$ cat src/rtl/tybec_pkg.sv
// rtl/tybec_pkg.sv - shared op encodings, limits and truncated-arithmetic helper for TyBEC map nodes
//
// Purpose: common definitions imported by the map-node pipeline and its stage.
// Ports: none (package).
//   OP_ADD/OP_SUB/OP_MUL/OP_MAC : operation selector encodings
//   LAT_MAX                     : deepest legal pipeline
//   STREAMW_MAX                 : widest stream the helper function supports
//   tybec_op_result()           : operation result truncated to a given width

package tybec_pkg;

  localparam int OP_ADD = 0;
  localparam int OP_SUB = 1;
  localparam int OP_MUL = 2;
  localparam int OP_MAC = 3;

  localparam int LAT_MAX     = 16;
  localparam int STREAMW_MAX = 64;

  // Operands arrive zero-extended to STREAMW_MAX. Low-order bits of sums,
  // differences and products are identical for signed and unsigned
  // interpretation, so plain unsigned arithmetic followed by a width mask
  // yields the two's complement wrap-around result.
  function automatic logic [STREAMW_MAX-1:0] tybec_op_result(
    input int                     op,
    input int                     width,
    input logic [STREAMW_MAX-1:0] a,
    input logic [STREAMW_MAX-1:0] b,
    input logic [STREAMW_MAX-1:0] c
  );
    logic [STREAMW_MAX-1:0] mask;
    logic [STREAMW_MAX-1:0] r;
    if (width >= STREAMW_MAX) mask = '1;
    else                      mask = (STREAMW_MAX'(1) << width) - STREAMW_MAX'(1);
    case (op)
      OP_ADD:  r = a + b;
      OP_SUB:  r = a - b;
      OP_MUL:  r = a * b;
      // in3 is added to the already-truncated product
      OP_MAC:  r = ((a * b) & mask) + c;
      default: r = '0;
    endcase
    return r & mask;
  endfunction

endpackage

$ cat src/rtl/tybec_pipe_stage.sv
// rtl/tybec_pipe_stage.sv - one elastic register stage of the map-node pipeline
//
// Purpose: holds one data word and its valid bit; loads from upstream whenever
// it is empty or the downstream stage is itself advancing.
// Ports:
//   clk, rst  : clock, synchronous active-high reset
//   in_data   : upstream data
//   in_valid  : upstream valid
//   adv_next  : downstream stage advances (oready for the last stage)
//   adv       : this stage advances this cycle (ready seen by upstream)
//   data      : registered data
//   valid     : registered valid

module tybec_pipe_stage #(
  parameter int W = 34
) (
  input  logic         clk,
  input  logic         rst,
  input  logic [W-1:0] in_data,
  input  logic         in_valid,
  input  logic         adv_next,
  output logic         adv,
  output logic [W-1:0] data,
  output logic         valid
);

  // An empty stage can always take a word, which is what lets bubbles collapse.
  assign adv = ~valid | adv_next;

  always_ff @(posedge clk) begin
    if (rst) begin
      data  <= '0;
      valid <= 1'b0;
    end else if (adv) begin
      data  <= in_data;
      valid <= in_valid;
    end
  end

endmodule

$ cat src/rtl/tybec_map_node_pipe.sv
// rtl/tybec_map_node_pipe.sv - elastic leaf map node: NIN-stream join, fixed-point op, LAT-stage pipeline
//
// Purpose: joins NIN input streams, applies OP (add/sub/mul/mac, truncated to
// STREAMW bits) and passes the result through LAT elastic stages to out1.
// Ports:
//   clk, rst : clock, synchronous active-high reset
//   ivalid   : per-stream valid, bit k is stream k+1
//   in_data  : flattened inputs, stream k+1 at [k*STREAMW +: STREAMW]
//   iready   : shared ready for all input streams
//   ovalid   : result valid
//   out1     : result data
//   oready   : downstream ready
//   n_out    : results delivered, wraps modulo 2^32

module tybec_map_node_pipe
  import tybec_pkg::*;
#(
  parameter int STREAMW = 34,
  parameter int NIN     = 2,
  parameter int OP      = 0,
  parameter int LAT     = 4
) (
  input  logic                   clk,
  input  logic                   rst,
  input  logic [NIN-1:0]         ivalid,
  input  logic [NIN*STREAMW-1:0] in_data,
  output logic                   iready,
  output logic                   ovalid,
  output logic [STREAMW-1:0]     out1,
  input  logic                   oready,
  output logic [31:0]            n_out
);

  if (NIN != 2 && NIN != 3) begin : g_bad_nin
    $error("tybec_map_node_pipe: NIN must be 2 or 3");
  end
  if (OP < OP_ADD || OP > OP_MAC) begin : g_bad_op
    $error("tybec_map_node_pipe: OP must be 0..3");
  end
  if (OP == OP_MAC && NIN != 3) begin : g_bad_mac
    $error("tybec_map_node_pipe: OP_MAC needs NIN = 3");
  end
  if (LAT < 1 || LAT > LAT_MAX) begin : g_bad_lat
    $error("tybec_map_node_pipe: LAT must be 1..16");
  end
  if (STREAMW < 1 || STREAMW > STREAMW_MAX) begin : g_bad_w
    $error("tybec_map_node_pipe: STREAMW must be 1..64");
  end

  // Join and datapath
  logic                   accept;
  logic [STREAMW_MAX-1:0] opa;
  logic [STREAMW_MAX-1:0] opb;
  logic [STREAMW_MAX-1:0] opc;
  logic [STREAMW_MAX-1:0] res_full;
  logic [STREAMW-1:0]     res;

  assign opa = STREAMW_MAX'(in_data[0 +: STREAMW]);
  assign opb = STREAMW_MAX'(in_data[STREAMW +: STREAMW]);

  if (NIN == 3) begin : g_in3
    assign opc = STREAMW_MAX'(in_data[2*STREAMW +: STREAMW]);
  end else begin : g_no_in3
    assign opc = '0;
  end

  assign res_full = tybec_op_result(OP, STREAMW, opa, opb, opc);
  assign res      = res_full[STREAMW-1:0];

  // The helper already masked these bits to zero.
  if (STREAMW < STREAMW_MAX) begin : g_hi
    logic unused_hi;
    assign unused_hi = |res_full[STREAMW_MAX-1:STREAMW];
  end

  // Elastic pipeline: the ready chain runs from the tail back to the head,
  // the data/valid chain from the head to the tail.
  for (genvar s = 0; s < LAT; s++) begin : g_stage
    logic [STREAMW-1:0] d_in;
    logic [STREAMW-1:0] d_q;
    logic               v_in;
    logic               v_q;
    logic               adv_next;
    logic               adv;

    if (s == 0) begin : g_head
      assign d_in = res;
      assign v_in = accept;
    end else begin : g_body
      assign d_in = g_stage[s-1].d_q;
      assign v_in = g_stage[s-1].v_q;
    end

    if (s == LAT - 1) begin : g_tail
      assign adv_next = oready;
    end else begin : g_mid
      assign adv_next = g_stage[s+1].adv;
    end

    tybec_pipe_stage #(.W(STREAMW)) u_stage (
      .clk      (clk),
      .rst      (rst),
      .in_data  (d_in),
      .in_valid (v_in),
      .adv_next (adv_next),
      .adv      (adv),
      .data     (d_q),
      .valid    (v_q)
    );
  end

  assign iready = g_stage[0].adv & ~rst;
  assign accept = (&ivalid) & iready;

  // Masking with rst keeps a stale tail word from handshaking during reset.
  assign ovalid = g_stage[LAT-1].v_q & ~rst;
  assign out1   = g_stage[LAT-1].d_q;

  always_ff @(posedge clk) begin
    if (rst)                   n_out <= '0;
    else if (ovalid && oready) n_out <= n_out + 32'd1;
  end

endmodule

$ cat config.mk
export PLATFORM = sky130hd
export DESIGN_NAME = tybec_map_node_pipe
export DESIGN_NICKNAME = d
export VERILOG_FILES = /design/src/rtl/tybec_pkg.sv /design/src/rtl/tybec_pipe_stage.sv /design/src/rtl/tybec_map_node_pipe.sv
export SDC_FILE = /design/constraint.sdc
export NUM_CORES = 1
export LEC_CHECK = 0
export CORE_AREA = 2 2 146 148
export DETAILED_ROUTE_END_ITERATION = 16
export DIE_AREA = 0 0 148 150
export PLACE_DENSITY = 0.72
export SYNTH_ARGS = -nofsm -noshare
export SYNTH_HDL_FRONTEND = slang
export SYNTH_SLANG_ARGS = --single-unit
$ cat constraint.sdc
create_clock -name clk -period 2.74 [get_ports clk]
set_clock_uncertainty 0.1 [all_clocks]
set_input_delay 0.548 -clock clk [delete_from_list [all_inputs] [get_ports clk]]
set_output_delay 0.548 -clock clk [all_outputs]
set_load 0.05 [all_outputs]
==> parameters.txt, run 1 <==
Parameter                              Value

Setup path
  CP Data Required Time    2.97 ns
  Setup slack on the worst flop-to-flop path    0.65 ns
  Arrival time at the worst endpoint    2.89 ns
  CP max FO    3
  Crit Path Class    in2reg
  Count of cells along the worst register-to-register path    8
  R2r startpoint    n_out[6]
  Critical path capture point type    flip-flop
  Type of element launching the critical path    input port
  Reg2Reg Capture Point    n_out[21]

Yosys
  Cell taking the most area after synthesis    sky130_fd_sc_hd__dfxtp_1
  Flops & latches, synth    172
  Number of unique standard cell types used by synthesis    75
  Post-synthesis compound-gate area fraction    19.9%
  Primary FF master, synth    sky130_fd_sc_hd__dfxtp_1
  Post-synthesis cell count    1009
  Syn Nets    1117
  Share of Yosys cell area claimed by the top area cell type    42.5%
  Synthesized area divided by synthesized cell count    8.03 µm²
  Most frequent cell after synthesis    sky130_fd_sc_hd__nand2_1
  Adder-cell share of the synthesized area    5.50%
  Synth area leaders    sky130_fd_sc_hd__dfxtp_1 43%, sky130_fd_sc_hd__nand2_1 13%, sky130_fd_sc_hd__a21oi_1 9.4%
  Sequential fraction of the synthesis area    42.5%
  Synthesized-area fraction occupied by and/or/nand/nor cells    22.4%
  Synth async-reset ratio    0%
  Main combinational cell family by area after synthesis    simple AND/OR/NAND/NOR gates
  Number of enable-type register cells in the synthesized netlist    0
  Area of the mapped netlist    0.00810 mm²
  YS warnings    0
  Xor/xnor share of the synthesized area    5.95%
  Mux share of post-synthesis cell area    0.247%
  Top cells by instance count after synthesis    281 x sky130_fd_sc_hd__nand2_1, 172 x sky130_fd_sc_hd__dfxtp_1, 152 x sky130_fd_sc_hd__a21oi_1

Die
  Top-level port count    141
  Total Die Area    0.0222 mm²
  Core area    0.0207 mm²
  Initial Util    39.2%
  Chip Width    148 µm
  Die Height    150 µm
  Std cell rows    53

Placement
  RePlAce Congestion    0.867
  DP HPWL    14100 µm
  Buffers added on ports    140
  Total cell area at the placement stage    0.0103 mm²

Pwr
  Leakage component of the power    4.34 nW
  Combinational share of power    17.7%
  Portion of total power attributed to sequential cells    44.6%
  Psw    0.00164 W
  Switching share of total power    26.7%
  Power per cell area    557 mW/mm²
  Power Total    0.00614 W
  Worst vdd rail ir drop    0.480 mV
  Internal power    0.00450 W
  Fraction of power consumed by the clock network    37.7%

CTS
  Number of sinks on the clock net    172
  Total CTS buffers    17
  Worst-skew pair later-pin latency    0.43 ns
  Hold buffer count at cts    0
  Buffer cell driving the clock tree root    sky130_fd_sc_hd__clkbuf_16
  CTS max path bufs    2
  CTS clock-pin slew for the worst setup and hold paths    0.07 ns
  H-tree levels    4
  Clock tree from TritonCTS    built

Route
  Via count    7375
  Length of the first detailed-routing pass in iterations    5
  Vias per cell    4.90
  Residual DRC count    0
  Routed wire length    19200 µm
  Post-route antenna net violation count    0
  Number of violations reported at the end of detailed-routing iteration 0    426
  Detailed-route wire length per cell    12.8 µm

STA
  Number of setup violations in the final report    0
  Max Slew Vio Count    0
  Fin crit share    97.1%
  Sum of negative setup slack    0 ns
  Number of endpoints with negative hold slack in the final report    0
  Period minus WS final    2.66 ns
  Worst slew margin    52.8%
  Timing-limited maximum frequency    376 MHz
  Post-route worst hold slack    0.350 ns
  Worst-margin pin slew    0.705 ns

Worst hold path
  Endpoint of the worst hold-timing path    g_stage[2].u_stage.data[21]
  Hold wc startpoint    g_stage[2].u_stage.data[21]
  Worst hold path class    reg2reg
  Depth of the worst hold-timing path    2

Global routing
  Maximum number of pins on one net before global-route repair    163
  GRT Total Usage    17.5%
  Initial antenna violation count    0
  Wire length of the first global-routing pass    32200 µm
  Total congestion overflow    0
  Vias in the first global route    6943

Cells and area
  Layout overhead on the synthesized area    36.1%
  Final non-filler cell area    0.0110 mm²
  Utilization of the core after routing    53.3%
  Fraction of final layout cells with drive strength greater than 1    14.1%
  Final Net Count    1324
  Footprint of the flip-flops and latches    0.00344 mm²
  Area of combinational cells with multiple inputs    0.00444 mm²
  Diode count    0
  Fill cells    1969

Job
  Number of maximum-capacitance violations    0

Run status
  Status    finished, final reports clean
==> how the worst max path moves through the flow <==
stage / start / end / slack [ns] / cells after the start
after global placement: in_data[0] / g_stage[0].u_stage.data[28] / -0.49 / 12
after CTS: in_data[0] / g_stage[0].u_stage.data[28] / -0.005 / 12
final: in_data[7] / g_stage[0].u_stage.data[22] / 0.08 / 11
after global routing: in_data[2] / g_stage[0].u_stage.data[29] / -0.02 / 10
after detailed placement: in_data[0] / g_stage[0].u_stage.data[28] / -0.56 / 12
after floorplan: in_data[0] / g_stage[0].u_stage.data[30] / 0.01 / 11
==> critical path, cell delays in order <==
cell,delay [ns]
sky130_fd_sc_hd__clkdlybuf4s50_1,0.41
sky130_fd_sc_hd__ha_1,0.31
sky130_fd_sc_hd__a21o_1,0.20
sky130_fd_sc_hd__a211o_1,0.27
sky130_fd_sc_hd__o21ai_4,0.20
sky130_fd_sc_hd__a211o_1,0.16
sky130_fd_sc_hd__o211ai_2,0.12
sky130_fd_sc_hd__buf_4,0.17
sky130_fd_sc_hd__a311oi_2,0.27
sky130_fd_sc_hd__xor2_1,0.17
sky130_fd_sc_hd__o21ai_1,0.06
==> per-layer routing <==
metal  vias up  global-route usage (%)  wire, µm
met5         -                       0         0
met4         0                    4.24       209
met3        13                    3.29       915
met2       180                    28.8      8800
met1      3323                    23.7      9320
li1       3859                       -         -
==> state kept, by name, summed over array words and instances (netlist names) <==
signal	count
g_stage.u_stage.data	136
g_stage.u_stage.valid	4
n_out	32
==> kinds of logic after synthesis <==
kind of cell	Yosys count
AO/OA/AOI/OAI	253
XOR/XNOR	55
adder cells (fa/ha/maj)	35
buffers and inverters	64
flip-flops	172
multiplexers	2
AND/OR/NAND/NOR	428
==> layout make-up <==
class                      instances  area share [%]
clock buffer                      19            4.02
clock inverter                    13            1.17
inverter                           9           0.306
multi-input combinational        773            40.3
sequential                       172            31.2
tap                              275            3.12
timing repair buffer             243            19.9
==> placed cells by master, fill, tap and decap left out, types with 9 or more instances in the layout <==
master                            instances
sky130_fd_sc_hd__nor2_1                  60
sky130_fd_sc_hd__nand4_1                 11
sky130_fd_sc_hd__clkbuf_16               17
sky130_fd_sc_hd__xor2_1                  36
sky130_fd_sc_hd__a211oi_1                 9
sky130_fd_sc_hd__nand3_1                 24
sky130_fd_sc_hd__xnor2_1                 19
sky130_fd_sc_hd__dfxtp_1                172
sky130_fd_sc_hd__buf_4                  104
sky130_fd_sc_hd__o21ai_0                 18
sky130_fd_sc_hd__nand2_1                281
sky130_fd_sc_hd__ha_1                    31
sky130_fd_sc_hd__clkdlybuf4s50_1        133
sky130_fd_sc_hd__a21oi_1                151
sky130_fd_sc_hd__and3_1                  12
==> timing repair <==
action | 4_1_cts | 5_1_grt
pin swaps | 4 | 16
setup endpoints to repair | 4 | 12
gates resized for setup | 4 | 12
gates cloned | 0 | 0
setup buffers | 1 | 6
hold endpoints to repair | 0 | 0
==> stage by stage <==
step                      setup WS, ns  cells
final                           0.0789   1504
after CTS                     -0.00468   1498
after global placement          -0.489   1465
after detailed placement        -0.557   1465
after floorplan                0.00997   1009
after global routing           -0.0186   1504
==> power groups by stage <==
| stage | clock network, W | logic (W) | registers [W] |
|---|---|---|---|
| finish | 0.00232 | 0.00108 | 0.00274 |
| CTS | 0.00236 | 0.00106 | 0.00274 |
| detailed placement | 0 | 0.00105 | 0.00279 |
| global placement | 0 | 0.00104 | 0.00279 |
| floorplan | 0 | 0.000599 | 0.00282 |
| global route | 0.00248 | 0.00120 | 0.00275 |
Note: power is estimated with default switching activity, not from simulation.
==> inputs of run 2 (changes only) <==
--- a/config.mk
+++ b/config.mk
@@ -8,6 +8,7 @@
 export CORE_AREA = 2 2 146 148
 export DETAILED_ROUTE_END_ITERATION = 16
 export DIE_AREA = 0 0 148 150
+export MAX_ROUTING_LAYER = met4
 export PLACE_DENSITY = 0.72
 export SYNTH_ARGS = -nofsm -noshare
 export SYNTH_HDL_FRONTEND = slang
==> run 2 against run 1 <==
  * Final area increased by 0.83%
  * Worst hold slack got worse by 0.0024 ns
  * Wire length increased by 1.3%
  * Non-clock buffer count increased by 3
  * Combinational power about the same
  * Final cell count increased by 0.20%
  * Power increased by 0.34%
  * Utilization increased by 0.44 points
  * Setup slack improved by 0.017 ns
  * Sequential power about the same
  * Sequential share of layout area decreased by 0.26 points
  * Critical path type unchanged
  * Register-to-register slack got worse by 0.02 ns
==> parameters.txt, run 2 (synthesized netlist as in run 1, its figures left out) <==
Parameter                              Value

Run status
  Status    finished, final reports clean

Placement
  Setup WS pre-CTS    -0.554 ns
  RePlAce Congestion    0.863
  DP HPWL    14100 µm
  Total placed cells including tap cells    1470
  Buffers added on ports    140

Cells and area
  Fraction of final layout cells with drive strength greater than 1    14.6%
  Footprint of the flip-flops and latches    0.00344 mm²
  Register containing the most flip-flops in the final layout    g_stage.u_stage.data
  Diode count    0
  Most used cells in the layout excluding fill and tap cells    281 x sky130_fd_sc_hd__nand2_1, 172 x sky130_fd_sc_hd__dfxtp_1, 151 x sky130_fd_sc_hd__a21oi_1, 125 x sky130_fd_sc_hd__clkdlybuf4s50_1, 108 x sky130_fd_sc_hd__buf_4
  Filler-free cell count of the finished design    1507
  Largest regs    g_stage.u_stage.data: 136 flops, n_out: 32 flops, g_stage.u_stage.valid: 4 flops
  Area of combinational cells with multiple inputs    0.00450 mm²
  Layout overhead on the synthesized area    37.3%
  Most common cell after layout, fill and taps aside    sky130_fd_sc_hd__nand2_1
  Utilization of the core after routing    53.7%
  Final Net Count    1327
  Flip-flop count of the largest register, all copies and words added    136
  Fill cells    1982

Global routing
  GRT Total Usage    17.9%
  Met3 track demand over resource in global routing    3.20%
  GR peak layer    met2
  Initial antenna violation count    0
  Wire length of the first global-routing pass    32000 µm
  Vias in the first global route    6768
  Met1 global-route usage    24.1%
  GR met2 Demand/Resource    27.9%
  Maximum number of pins on one net before global-route repair    163
  Total congestion overflow    0

STA
  Number of setup violations in the final report    0
  Max Slew Vio Count    0
  Sum of negative setup slack    0 ns
  Post-route worst hold slack    0.348 ns
  Worst slew margin    54.0%
  Worst-margin pin slew    0.690 ns
  Period minus WS final    2.64 ns
  Worst setup margin    0.0957 ns
  Timing-limited maximum frequency    378 MHz
  Number of endpoints with negative hold slack in the final report    0
  Fin crit share    96.5%
  Setup repair after global routing missed its margin    false

Setup path
  R2r startpoint    n_out[6]
  CP Data Required Time    2.93 ns
  Crit Path Class    in2reg
  Beginning of the critical path    in_data[37]
  Arrival time at the worst endpoint    2.83 ns
  CP max FO    3
  Setup slack on the worst flop-to-flop path    0.63 ns
  Type of element launching the critical path    input port
  Count of cells along the worst register-to-register path    8
  Critical path capture point type    flip-flop
  Reg2Reg Capture Point    n_out[23]

Route
  Post-route antenna net violation count    0
  Routed wire length    19500 µm
  Number of violations reported at the end of detailed-routing iteration 0    426
  Length of the first detailed-routing pass in iterations    5
  Vias per cell    4.88
  Via count    7351
  Detailed-route wire length per cell    12.9 µm
  Residual DRC count    0

Die
  Std cell rows    53
  Initial Util    39.2%
  Chip Width    148 µm
  Top-level port count    141
  Core area    0.0207 mm²
  Total Die Area    0.0222 mm²
  Die Height    150 µm

CTS
  CTS max path bufs    2
  H-tree levels    4
  Buffer cell driving the clock tree root    sky130_fd_sc_hd__clkbuf_16
  Clock tree from TritonCTS    built
  Worst-skew pair later-pin latency    0.43 ns
  Number of sinks on the clock net    172
  Hold buffer count at cts    0
  CTS clock-pin slew for the worst setup and hold paths    0.07 ns
  Total CTS buffers    17

Worst hold path
  Hold wc startpoint    g_stage[0].u_stage.data[24]
  Endpoint of the worst hold-timing path    g_stage[0].u_stage.data[24]
  Worst hold path class    reg2reg
  Depth of the worst hold-timing path    2

Pwr
  Worst vdd rail ir drop    0.458 mV
  Leakage component of the power    4.41 nW
  Power per cell area    554 mW/mm²

Job
  Number of maximum-capacitance violations    0
run 2: changes by cell type in the layout (fill, tap and decap cells not counted), sizes merged:
cell,delta
clkinv,-1
inv,-2
dlymetal6s2s,+6
clkinvlp,+3
clkdlybuf4s50,-8
dlygate4sd2,+2
buf,+3
run 2: what timing repair did:
item / 4_1_cts / 5_1_grt
pin swaps: 8 / 20
endpoints found under the hold margin: 0 / 0
setup buffers: 2 / 4
endpoints found under the setup margin: 5 / 5
resized for setup: 7 / 21
run 2: worst max-delay path by stage:
| stage | endpoint | slack (ns) | cells after the start |
|---|---|---|---|
| CTS | g_stage[0].u_stage.data[22] | 0.002 | 11 |
| global route | g_stage[0].u_stage.data[22] | 0.01 | 11 |
| floorplan | g_stage[0].u_stage.data[30] | 0.01 | 11 |
| global placement | g_stage[0].u_stage.data[28] | -0.49 | 12 |
| detailed placement | g_stage[0].u_stage.data[28] | -0.55 | 12 |
| finish | g_stage[0].u_stage.data[29] | 0.1 | 10 |
run 2: per-stage QoR:
| step | total power [W] | area (µm²) |
|---|---|---|
| floorplan | 0.00341 | 8110 |
| global placement | 0.00383 | 10400 |
| detailed placement | 0.00385 | 10400 |
| CTS | 0.00617 | 11000 |
| global route | 0.00644 | 11100 |
| finish | 0.00616 | 11100 |
run 2: cell type report:
cell class | count | area share [%]
clock buffer | 19 | 3.98
tap | 275 | 3.09
timing repair buffer | 246 | 20.0
sequential | 172 | 31.0
multi-input combinational | 773 | 40.5
inverter | 9 | 0.304
clock inverter | 13 | 1.18
run 2: worst max-delay path: stages:
cell and delay [ns]:
sky130_fd_sc_hd__clkdlybuf4s50_1 0.50, sky130_fd_sc_hd__ha_4 0.21, sky130_fd_sc_hd__o211ai_1 0.11, sky130_fd_sc_hd__o21a_2 0.21, sky130_fd_sc_hd__a21oi_4 0.07, sky130_fd_sc_hd__o41ai_4 0.42, sky130_fd_sc_hd__a41oi_2 0.20, sky130_fd_sc_hd__a31o_1 0.30
sky130_fd_sc_hd__a31oi_1 0.16, sky130_fd_sc_hd__o22ai_1 0.10
run 2: report_power, final:
part	internal [W]	leakage [nW]	switching, W
Combinational	0.000555	2.73	0.000549
Clock	0.00130	0.271	0.00102
Sequential	0.00265	1.41	0.0000821
run 2: per-layer routing:
metal | part of all wire, % | up-vias
met2 | 46 | 143
met1 | 50 | 3332
met5 | 0 | -
li1 | - | 3863
met3 | 3.7 | 13
met4 | 0.88 | 0
